$ cat src/rtl/mux_select_arbiter_if.sv
// Bundle of the request vector and the registered mux-control outputs of the
// 8:1 mux select arbiter. The master modport is the arbiter side.
interface mux_select_arbiter_if;
    logic [7:0] req;
    logic [2:0] select;
    logic       enable;
    logic [7:0] grant;
    logic       busy;
    logic       timeout;

    modport master (
        input  req,
        output select,
        output enable,
        output grant,
        output busy,
        output timeout
    );

    modport slave (
        output req,
        input  select,
        input  enable,
        input  grant,
        input  busy,
        input  timeout
    );
endinterface

$ cat src/rtl/mux_select_arbiter.sv
// Round-robin arbiter that owns an 8:1 mux, with a hold limit per grant and a
// one-cycle break-before-make gap between owners. All outputs are registered.
module mux_select_arbiter #(
    parameter int MAX_HOLD = 8
) (
    input  logic                 clk,
    input  logic                 rst_n,
    mux_select_arbiter_if.master bus
);

    typedef enum logic [1:0] {
        IDLE,
        OWN,
        GAP
    } state_t;

    localparam logic [7:0] HOLD_LIMIT = 8'(MAX_HOLD);

    state_t     state;
    state_t     state_next;
    logic [2:0] last_owner;
    logic [2:0] last_owner_next;
    logic [7:0] hold_cnt;
    logic [7:0] hold_cnt_next;
    logic [2:0] select_q;
    logic [2:0] select_next;
    logic       enable_q;
    logic       enable_next;
    logic [7:0] grant_q;
    logic [7:0] grant_next;
    logic       busy_q;
    logic       busy_next;
    logic       timeout_q;
    logic       timeout_next;

    logic [2:0] rr_idx;
    logic [2:0] rr_winner;
    logic       rr_found;

    // Search starts just after the previous owner so it is considered last.
    always_comb begin
        rr_idx    = last_owner;
        rr_winner = last_owner;
        rr_found  = 1'b0;
        for (int i = 1; i <= 8; i++) begin
            rr_idx = last_owner + 3'(i);
            if (!rr_found && bus.req[rr_idx]) begin
                rr_found  = 1'b1;
                rr_winner = rr_idx;
            end
        end
    end

    always_comb begin
        state_next      = state;
        last_owner_next = last_owner;
        hold_cnt_next   = hold_cnt;
        select_next     = select_q;
        enable_next     = enable_q;
        grant_next      = grant_q;
        timeout_next    = 1'b0;

        case (state)
            IDLE: begin
                enable_next = 1'b0;
                grant_next  = 8'h00;
                if (rr_found) begin
                    state_next      = OWN;
                    select_next     = rr_winner;
                    grant_next      = 8'b0000_0001 << rr_winner;
                    enable_next     = 1'b1;
                    last_owner_next = rr_winner;
                    hold_cnt_next   = 8'd1;
                end
            end
            OWN: begin
                // A dropped request wins over the hold limit: that is a normal release.
                if (!bus.req[last_owner]) begin
                    state_next  = GAP;
                    enable_next = 1'b0;
                    grant_next  = 8'h00;
                end else if (hold_cnt >= HOLD_LIMIT) begin
                    state_next   = GAP;
                    enable_next  = 1'b0;
                    grant_next   = 8'h00;
                    timeout_next = 1'b1;
                end else begin
                    hold_cnt_next = hold_cnt + 8'd1;
                end
            end
            GAP: begin
                state_next    = IDLE;
                enable_next   = 1'b0;
                grant_next    = 8'h00;
                hold_cnt_next = 8'd0;
            end
            default: begin
                state_next  = IDLE;
                enable_next = 1'b0;
                grant_next  = 8'h00;
            end
        endcase

        busy_next = (state_next != IDLE);
    end

    always_ff @(posedge clk or negedge rst_n) begin
        if (!rst_n) begin
            state      <= IDLE;
            last_owner <= 3'd7;
            hold_cnt   <= 8'd0;
            select_q   <= 3'd0;
            enable_q   <= 1'b0;
            grant_q    <= 8'h00;
            busy_q     <= 1'b0;
            timeout_q  <= 1'b0;
        end else begin
            state      <= state_next;
            last_owner <= last_owner_next;
            hold_cnt   <= hold_cnt_next;
            select_q   <= select_next;
            enable_q   <= enable_next;
            grant_q    <= grant_next;
            busy_q     <= busy_next;
            timeout_q  <= timeout_next;
        end
    end

    assign bus.select  = select_q;
    assign bus.enable  = enable_q;
    assign bus.grant   = grant_q;
    assign bus.busy    = busy_q;
    assign bus.timeout = timeout_q;

endmodule

$ cat src/flat_wrapper.sv
// flat-port wrapper written by rule: the top's interface ports become plain ports
module mux_select_arbiter_flat 
#(
    parameter int MAX_HOLD = 8
)
  (clk, rst_n, bus_req, bus_select, bus_enable, bus_grant, bus_busy, bus_timeout);
  mux_select_arbiter_if bus_i ();
  input  logic clk;
  input  logic rst_n;
  input wire logic [$bits(bus_i.req)-1:0] bus_req;
  output wire logic [$bits(bus_i.select)-1:0] bus_select;
  output wire logic [$bits(bus_i.enable)-1:0] bus_enable;
  output wire logic [$bits(bus_i.grant)-1:0] bus_grant;
  output wire logic [$bits(bus_i.busy)-1:0] bus_busy;
  output wire logic [$bits(bus_i.timeout)-1:0] bus_timeout;
  assign bus_i.req = bus_req;
  assign bus_select = bus_i.select;
  assign bus_enable = bus_i.enable;
  assign bus_grant = bus_i.grant;
  assign bus_busy = bus_i.busy;
  assign bus_timeout = bus_i.timeout;
  mux_select_arbiter #(.MAX_HOLD(MAX_HOLD)) u_core (.clk(clk), .rst_n(rst_n), .bus(bus_i));
endmodule
$ cat config.mk
export PLATFORM = sky130hd
export DESIGN_NAME = mux_select_arbiter_flat
export DESIGN_NICKNAME = d
export VERILOG_FILES = /design/src/rtl/mux_select_arbiter_if.sv /design/src/rtl/mux_select_arbiter.sv /design/src/flat_wrapper.sv
export SDC_FILE = /design/constraint.sdc
export NUM_CORES = 1
export LEC_CHECK = 0
export CORE_UTILIZATION = 47
export DETAILED_ROUTE_END_ITERATION = 10
export HOLD_SLACK_MARGIN = 0.1
export PLACE_DENSITY = 0.68
export RECOVER_POWER = 50
export SYNTH_ARGS = -nofsm -noshare
export SYNTH_HDL_FRONTEND = slang
export SYNTH_SLANG_ARGS = --single-unit
$ cat constraint.sdc
create_clock -name clk -period 8.2 [get_ports clk]
set_clock_uncertainty 0.1 [all_clocks]
set_input_delay 1.64 -clock clk [delete_from_list [all_inputs] [get_ports clk]]
set_output_delay 1.64 -clock clk [all_outputs]
set_load 0.1 [all_outputs]
==> results_dict.tcl, run 1 <==
set metrics [dict create \
    outcome "completed" \
    fin_crit_sh_pct 57.35 \
    worstSetupEndpoint "u_core.hold_cnt[2]$_DFFE_PN0P_" \
    layout_setup_ws_ns 3.497 \
    grt_antenna_before_repair 0 \
    vias 1838 \
    hpwl_mm 3.579 \
    crit_chain "dlygate4sd3_1 -> nor2_1 -> mux4_2 -> and3_1 -> and2_1 -> a21o_1 -> a21oi_1 -> o21ai_0 -> a32o_1" \
    coreArea_um2 4504 \
    die_w_um 71.63 \
    cts_setup_buffers 0 \
    post-place-ws_ns 3.277 \
    crit_type "primary input to flip-flop" \
    worstRegToRegCells 10 \
    synth-xor-area-share_pct 2.252 \
    tns_ns 0 \
    tightest_slew_ns 1.411 \
    maxCapViolations 0 \
    hold_path.class "flip-flop to flip-flop" \
    fill_cells 422 \
    synth_cell_types 56 \
    overflow 0 \
    slowest_stage "dlygate4sd3_1" \
    drtAntennaViolNets 0 \
    syn-num-nets 244 \
    crit_start "bus_req[0]" \
    grt_pass1_vias 1740 \
    finalWirelength_mm 4.879 \
    area_delta_synth_final_pct 11.37 \
    clkSinkCount 27 \
    start_kind "primary input" \
    num_rows 24 \
    netlist_area_um2 2278 \
    cts_buffer_depth 2 \
    critPathArrivalTime_ns 4.77 \
    drive_above_1_share_pct 14.64 \
    r2r-end "u_core.bus.grant[4]$_DFFE_PN0P_" \
    synth-seq-cells 27 \
    min_period_ns 4.703 \
    fp.dieH_um 71.63 \
    final-setup-viol-count 0 \
    start_util_pct 50.58 \
    syn_inst 226 \
    cp_data_required_time_ns 8.26 \
    io_buffers 23 \
    nets 258 \
    io_pins 24 \
    cts_max_level 1 \
    synth_top_family_by_area "multiplexers" \
    rrSetupSlack_ns 3.73 \
    cts_made_buffers 3 \
    clk_pin_slew_worst_paths_ns 0.10 \
    synthAdderAreaFrac_pct 4.393 \
    drt_iter0_markers 88 \
    dr.pass1.iters 5 \
    place_area_um2 2492 \
    die_area_um2 5130 \
    ys_warn_count 0 \
    avgRoutedWirePerCell_um 16.77 \
    slew_violations 0 \
    hold_violations 0 \
    synth_edf_count 0 \
    cpPeakStageDelay_ns 0.74 \
    max_freq_ghz 0.2126 \
    layout.area.seq_um2 679.4 \
    drc 0 \
    relSlewSlack_pct 5.916 \
    synth_compound_area_share_pct 18.01 \
    synth-simple-area-share_pct 18.29 \
    n_antenna_cell 0 \
    rsz0062_at_grt "false" \
    multi_input_area_um2 1469 \
    grt_max_degree 28 \
    async_flop_share_pct 100.0 \
    syn_area_per_cell_um2 10.08 \
    synthFlopType "dfrtp_1" \
    grt_pass1_wl_mm 8.383 \
    synth.yosys.seq_area_share_pct 29.82 \
    clockRootBuffer "clkbuf_8" \
    cts_hold_buf 0 \
    tritoncts "done" \
    vias_per_cell 6.316 \
    timing.critical_path.fanout_max 15 \
    cts_resized 0 \
    r2r-start "u_core.last_owner[0]$_DFFE_PN1P_" \
    design_area_um2 2537 \
    grt_use_total_pct 20.46 \
    endpoint_kind "flip-flop" \
    whs_path_depth 2 \
    clock_latency_ns 0.27 \
    synthMuxAreaShare_pct 21.53 \
    place_congestion 0.9059 \
]
-- worst max-delay path: cells and delay by family --
kind	cells	cell delay (ns)
and+or+nand+nor	3	0.45
buffers and inverters	1	0.74
AOI/OAI and AO/OA	4	1.40
muxes	1	0.51
-- cells in the final DEF (no fill, tap or decap), types with 2 or more instances in the layout --
cell             netlist  layout
nor2_1                16      16
xnor2_1                3       3
o21ai_0                7       7
clkdlybuf4s50_1        0      15
nand2_1               18      18
mux4_2                14      14
nand3_1                5       5
and3_1                 3       3
o41ai_1                2       2
and2_1                 7       7
dlygate4sd3_1          0       8
nor3_1                 3       3
a41oi_1                5       5
a31oi_1                4       4
inv_1                  9       9
a21oi_1                5       5
mux2_2                 4       4
dfstp_2                3       3
nand4_1                3       3
mux2i_1               13      13
ha_1                   8       8
o22ai_1                3       3
a32o_1                 5       5
clkbuf_8               0       3
o21ai_1                2       2
dfrtp_1               24      24
a211oi_1               3       3
inv_2                  2       2
o211ai_1               2       2
nor2b_1                8       8
nand2b_1               7       7
-- per-layer routing --
metal  track usage [%]  up-vias  part of all wire [%]
li1                  -      880                     -
met1             30.34      911                    50
met2             33.02       41                    46
met3             3.094        6                   3.8
met4             1.961        0                  0.82
met5                 0        -                     0
-- registers in the layout, summed over array words and instances (netlist names) --
register / count
u_core.bus.busy: 1
u_core.hold_cnt: 8
u_core.bus.grant: 8
u_core.bus.select: 3
u_core.state: 2
u_core.bus.timeout: 1
u_core.bus.enable: 1
u_core.last_owner: 3
-- Yosys cell counts, types with 2 or more instances --
cell	count	area share, %
nand4_1	3	0.82
nand2b_1	7	1.9
mux2i_1	13	5.7
xnor2_1	3	1.2
nand2_1	18	3.0
a41oi_1	5	1.9
inv_2	2	0.33
nor2b_1	8	2.2
o21ai_1	2	0.44
dfrtp_1	24	26
ha_1	8	4.4
a31oi_1	4	1.1
mux2_2	4	2.0
dfstp_2	3	3.5
and3_1	3	0.82
inv_1	9	1.5
o211ai_1	2	0.66
nor2_1	16	2.6
a32o_1	5	2.2
o22ai_1	3	0.82
a21oi_1	5	1.1
mux4_2	14	14
buf_2	2	0.44
buf_6	3	1.5
nand3_1	5	1.1
a211oi_1	3	0.99
o21ai_0	7	1.5
o41ai_1	2	0.77
clkbuf_1	7	1.2
nor3_1	3	0.66
buf_4	2	0.66
and2_1	7	1.9
-- how the worst min path moves through the flow --
stage,from,end,slack [ns]
finish,u_core.bus.grant[1]$_DFFE_PN0P_,u_core.bus.grant[1]$_DFFE_PN0P_,0.38
global route,u_core.bus.grant[3]$_DFFE_PN0P_,u_core.bus.grant[3]$_DFFE_PN0P_,0.41
floorplan,u_core.hold_cnt[7]$_DFFE_PN0P_,u_core.hold_cnt[7]$_DFFE_PN0P_,0.36
CTS,u_core.bus.grant[0]$_DFFE_PN0P_,u_core.bus.grant[0]$_DFFE_PN0P_,0.39
detailed placement,u_core.bus.grant[4]$_DFFE_PN0P_,u_core.bus.grant[4]$_DFFE_PN0P_,0.36
global placement,u_core.bus.grant[1]$_DFFE_PN0P_,u_core.bus.grant[1]$_DFFE_PN0P_,0.37
-- per-stage QoR --
stage | util [%] | hold slack (ns) | instances
global placement | 55.33 | 0.3653 | 287
finish | 56.33 | 0.3813 | 291
detailed placement | 55.33 | 0.3643 | 287
CTS | 56.42 | 0.3881 | 291
global route | 56.33 | 0.4092 | 291
floorplan | - | 0.3590 | 226
-- logic make-up after synthesis --
family,after synthesis
multiplexers,31
flip-flops,27
adder cells (fa/ha/maj),8
AND/OR/NAND/NOR,77
XOR/XNOR,5
buffers and inverters,26
AO/OA/AOI/OAI,52
-- area by class of cell --
type | instances | share of cell area, %
clock buffers | 3 | 1.627
clock inverters | 1 | 0.2959
inverters | 11 | 1.627
multi-input cells | 173 | 57.89
flip-flops and latches | 27 | 26.78
well taps | 52 | 2.564
repair buffers | 24 | 9.221
Power of run 1 is left out: the tool's default activity adds up to more than one toggle a clock period on the data nets, which glitch-free logic cannot reach.
==> inputs of run 2 (changes only) <==
--- a/config.mk
+++ b/config.mk
@@ -8,7 +8,7 @@
 export CORE_UTILIZATION = 47
 export DETAILED_ROUTE_END_ITERATION = 10
 export HOLD_SLACK_MARGIN = 0.1
-export PLACE_DENSITY = 0.68
+export PLACE_DENSITY = 0.71
 export RECOVER_POWER = 50
 export SYNTH_ARGS = -nofsm -noshare
 export SYNTH_HDL_FRONTEND = slang
==> constraint.sdc (replaced) <==
create_clock -name clk -period 3.8 [get_ports clk]
set_clock_uncertainty 0.1 [all_clocks]
set_input_delay 0.76 -clock clk [delete_from_list [all_inputs] [get_ports clk]]
set_output_delay 0.76 -clock clk [all_outputs]
set_load 0.1 [all_outputs]
==> run 2 against run 1 <==
Net effect: via count grew 3.5%; non-clock buffer count rose by 14; first-iteration DRC count grew 120%; setup slack got worse by 3.3 ns; critical path depth is 2 higher; die area did not move; hold slack worse by 0.0020 ns; sequential share of layout area shrank 1.2 points; clock-buffer cell count is the same; critical endpoint is now u_core.bus.grant[0]$_DFFE_PN0P_.
==> results_dict.tcl, run 2 (synthesis results as in run 1) <==
set metrics [dict create \
    nets 272 \
    clkSinkCount 27 \
    drt_iter0_markers 192 \
    hold_path.startpoint "u_core.bus.enable$_DFFE_PN0P_" \
    max_freq_ghz 0.2785 \
    min_to "u_core.bus.enable$_DFFE_PN0P_" \
    die_w_um 71.63 \
    clockRootBuffer "clkbuf_8" \
    finalWirelength_mm 5.066 \
    r2r-end "u_core.bus.grant[0]$_DFFE_PN0P_" \
    fin_crit_sh_pct 94.50 \
    io_pins 24 \
    place_congestion 0.9357 \
    die_area_um2 5130 \
    clock_latency_ns 0.28 \
    hold_violations 0 \
    cp_data_required_time_ns 3.86 \
    grt_use_total_pct 20.71 \
    r2r-start "u_core.last_owner[1]$_DFFE_PN1P_" \
    timing.critical_path.fanout_max 13 \
    relSlewSlack_pct 3.554 \
    n_antenna_cell 0 \
    critPathArrivalTime_ns 3.65 \
    cts_buffer_depth 2 \
    grt_max_degree 28 \
    place_area_um2 2587 \
    io_buffers 23 \
    clk_pin_slew_worst_paths_ns 0.10 \
    drive_above_1_share_pct 19.76 \
    final-setup-viol-count 0 \
    tritoncts "done" \
    grt_pass1_wl_mm 8.480 \
    grt_antenna_before_repair 0 \
    min_period_ns 3.591 \
    overflow 0 \
    cts_max_level 1 \
    area_delta_synth_final_pct 16.64 \
    slew_violations 0 \
    design_area_um2 2658 \
    maxCapViolations 0 \
    start_util_pct 50.58 \
    vias 1902 \
    final_cell_mix "24 x dfrtp_1, 18 x nand2_1, 16 x nor2_1, 15 x clkdlybuf4s50_1, 14 x mux4_2" \
    cts_made_buffers 3 \
    dr.pass1.iters 5 \
    hold_path.class "flip-flop to flip-flop" \
    hpwl_mm 3.720 \
    endpoint_kind "flip-flop" \
    final_common_cell "dfrtp_1" \
    vias_per_cell 6.236 \
    whs_path_depth 2 \
    rrSetupSlack_ns 0.21 \
    fp.dieH_um 71.63 \
    crit_start "u_core.last_owner[1]$_DFFE_PN1P_" \
    num_rows 24 \
    drtAntennaViolNets 0 \
    tightest_slew_ns 1.447 \
    coreArea_um2 4504 \
    drc 0 \
    crit_type "flip-flop to flip-flop" \
    outcome "completed" \
    worstRegToRegCells 11 \
    avgRoutedWirePerCell_um 16.61 \
    grt_pass1_vias 1744 \
    start_kind "flip-flop" \
]
run 2: cell count changes in the layout (fill, tap and decap cells not counted), sizes merged:
| cell | delta |
|---|---|
| buf | +14 |
run 2: what timing repair did:
item                       in CTS  in global routing
gates resized for setup         0                  1
setup buffers                   0                  3
hold buffers                    0                  0
setup endpoints to repair       0                  5
run 2: per-stage QoR:
| step | std cells | TNS [ns] | worst slack (ns) | hold slack [ns] | util [%] |
|---|---|---|---|---|---|
| after floorplan | 226 | 0 | 0.1373 | 0.3590 | - |
| after global placement | 298 | 0 | 0.09233 | 0.3598 | 57.44 |
| after detailed placement | 298 | 0 | 0.03554 | 0.3633 | 57.44 |
| after CTS | 302 | 0 | 0.1957 | 0.3880 | 58.53 |
| after global routing | 305 | -0.001139 | -0.001139 | 0.4128 | 59.00 |
| final | 305 | 0 | 0.2090 | 0.3793 | 59.00 |
run 2: cell type report:
class                      instances  area (um2)
fill                             379        1847
multi-input combinational        173        1471
sequential                        27       679.4
timing repair buffer              38       351.6
tap                               52       65.06
clock buffer                       3       41.29
inverter                          11       41.29
clock inverter                     1       7.507
run 2: worst max-delay path, stage by stage (launching register included):
cell and delay [ns]:
dfstp_2 0.54, inv_1 0.13, ha_2 0.48, buf_12 0.18, mux2i_1 0.10, mux4_2 0.56
and3_1 0.24, a41oi_1 0.27, and4b_4 0.29, a31oi_4 0.04, buf_4 0.17, o41ai_1 0.36
run 2: worst max-delay path by stage:
stage	end	slack (ns)	cells after the start
finish	u_core.bus.grant[0]$_DFFE_PN0P_	0.21	11
global placement	u_core.bus.grant[6]$_DFFE_PN0P_	0.09	9
detailed placement	u_core.bus.grant[2]$_DFFE_PN0P_	0.04	9
global route	u_core.bus.grant[2]$_DFFE_PN0P_	-0.001	11
CTS	u_core.bus.grant[0]$_DFFE_PN0P_	0.20	11
floorplan	u_core.bus.grant[4]$_DFFE_PN0P_	0.14	14
run 2: metal layers:
metal / track usage (%) / routed length [um]
met3: 3.376 / 231
met4: 2.614 / 12
met2: 32.60 / 2418
met1: 31.03 / 2403
met5: 0 / 0
Power of run 2 is left out for the same reason.
==> inputs of run 3 (changes only) <==
--- a/config.mk
+++ b/config.mk
@@ -7,8 +7,8 @@
 export LEC_CHECK = 0
 export CORE_UTILIZATION = 47
 export DETAILED_ROUTE_END_ITERATION = 10
+export DONT_BUFFER_PORTS = 1
 export HOLD_SLACK_MARGIN = 0.1
-export PLACE_DENSITY = 0.71
 export RECOVER_POWER = 50
 export SYNTH_ARGS = -nofsm -noshare
 export SYNTH_HDL_FRONTEND = slang
==> constraint.sdc (replaced) <==
create_clock -name clk -period 3.8 [get_ports clk]
set_clock_uncertainty 0.1 [all_clocks]
set_input_delay 0.76 -clock clk [delete_from_list [all_inputs] [get_ports clk]]
set_output_delay 0.76 -clock clk [all_outputs]
set_load 0.05 [all_outputs]
==> run 3 against run 2 <==
Net effect: register-to-register slack about the same; routed wire length rose by 2.7%; clock-buffer cell count stayed put; critical path depth unchanged; largest cell class unchanged.
==> results_dict.tcl, run 3 (synthesis results as in run 1) <==
set metrics [dict create \
    outcome "completed" \
    vias 1834 \
    drive_above_1_share_pct 19.09 \
    crit_chain "inv_1 -> ha_2 -> buf_6 -> mux2i_2 -> nand2b_1 -> mux4_2 -> nor4b_4 -> and4b_4 -> a31oi_4 -> inv_2 -> o41ai_2" \
    drc 0 \
    tritoncts "done" \
    final_cell_mix "24 x dfrtp_1, 18 x nand2_1, 16 x nor2_1, 14 x mux4_2, 11 x mux2i_1" \
    hpwl_mm 3.815 \
    start_util_pct 50.58 \
    fin_crit_sh_pct 94.86 \
    io_buffers 0 \
    grt_pass1_vias 1760 \
    crit_family "multiplexers" \
    hold_path.class "primary input to async pin" \
    grt_antenna_before_repair 0 \
    overflow 0 \
    final_common_cell "dfrtp_1" \
    die_w_um 71.63 \
    place_congestion 0.9725 \
    drt_iter0_markers 138 \
    cts_made_buffers 3 \
    rsz0062_at_grt "false" \
    tns_ns 0 \
    n_antenna_cell 0 \
    vias_per_cell 6.743 \
    path_buf_inv 3 \
    cts_buffer_depth 2 \
    start_kind "flip-flop" \
    fp.dieH_um 71.63 \
    timing.critical_path.fanout_max 12 \
    dr.pass1.iters 4 \
    coreArea_um2 4504 \
    die_area_um2 5130 \
    clockRootBuffer "clkbuf_8" \
    nets 239 \
    tightest_slew_ns 1.072 \
    endpoint_kind "flip-flop" \
    critPathArrivalTime_ns 3.68 \
    hold_ws_ns 0.2158 \
    max_freq_ghz 0.2774 \
    clk_pin_slew_worst_paths_ns 0.09 \
    hold_violations 0 \
    maxCapViolations 0 \
    slowest_stage "dfstp_2" \
    grt_max_degree 25 \
    grt_pass1_wl_mm 8.507 \
    clock_latency_ns 0.27 \
    num_rows 24 \
    fill_cells 403 \
    drtAntennaViolNets 0 \
    cp_data_required_time_ns 3.87 \
    relSlewSlack_pct 28.27 \
    grt_use_total_pct 20.78 \
    crit_type "flip-flop to flip-flop" \
    finalWirelength_mm 5.205 \
    cts_max_level 1 \
    slew_violations 0 \
    min_period_ns 3.605 \
    clkSinkCount 27 \
    avgRoutedWirePerCell_um 19.14 \
    area_delta_synth_final_pct 3.460 \
    cts_setup_buffers 0 \
    cpPeakStageDelay_ns 0.54 \
    io_pins 24 \
    final-setup-viol-count 0 \
]
run 3: cell types whose count changed in the layout (fill, tap and decap cells not counted):
cell,change
buf_12,-1
buf_4,-10
buf_6,+1
clkbuf_1,-1
clkdlybuf4s50_1,-15
dlygate4sd3_1,-7
mux2i_1,-2
mux2i_2,+2
run 3: what timing repair did:
item | in CTS | in global routing
endpoints found under the setup margin | 0 | 6
resized for setup | 0 | 4
endpoints found under the hold margin | 24 | 0
hold buffers | 1 | 0
run 3: routing by layer:
| metal | wire (um) | global-route usage (%) | vias to the layer above |
|---|---|---|---|
| met5 | 0 | 0 | - |
| met4 | 77 | 3.704 | 0 |
| met3 | 321 | 4.782 | 10 |
| met2 | 2422 | 33.23 | 72 |
| met1 | 2383 | 29.31 | 905 |
| li1 | - | - | 847 |
run 3: final timing paths:
kind                       cells after the start  slack, ns                               end                             start
hold / removal                                 0       0.22  u_core.last_owner[2]$_DFFE_PN1P_                             rst_n
max in group asynchronous                      1       1.92    u_core.hold_cnt[7]$_DFFE_PN0P_                             rst_n
hold reg to reg                                1       0.41    u_core.hold_cnt[7]$_DFFE_PN0P_    u_core.hold_cnt[7]$_DFFE_PN0P_
min in group clk                               1       0.41    u_core.hold_cnt[7]$_DFFE_PN0P_    u_core.hold_cnt[7]$_DFFE_PN0P_
setup reg to reg                              11       0.20   u_core.bus.grant[4]$_DFFE_PN0P_  u_core.last_owner[1]$_DFFE_PN1P_
setup / recovery                              11       0.20   u_core.bus.grant[4]$_DFFE_PN0P_  u_core.last_owner[1]$_DFFE_PN1P_
run 3: final cells by class:
type	instances	area (um2)	area share, %
Clock buffer	3	41.29	1.752
Clock inverter	1	7.507	0.3185
Inverter	11	41.29	1.752
Multi-Input combinational cell	173	1479	62.74
Sequential cell	27	679.4	28.82
Tap cell	52	65.06	2.760
Timing Repair Buffer	5	43.79	1.858
run 3: per-stage QoR:
stage / instance area (um2) / worst slack [ns] / utilization [%] / instances
2_1_floorplan: 2278 / 0.1373 / - / 226
3_3_place_gp: 2285 / 0.2423 / 50.72 / 267
3_5_place_dp: 2285 / 0.07843 / 50.72 / 267
4_1_cts: 2344 / 0.09013 / 52.03 / 272
5_1_grt: 2357 / 0.01202 / 52.33 / 272
6_report: 2357 / 0.1954 / 52.33 / 272
Power of run 3 is left out for the same reason.
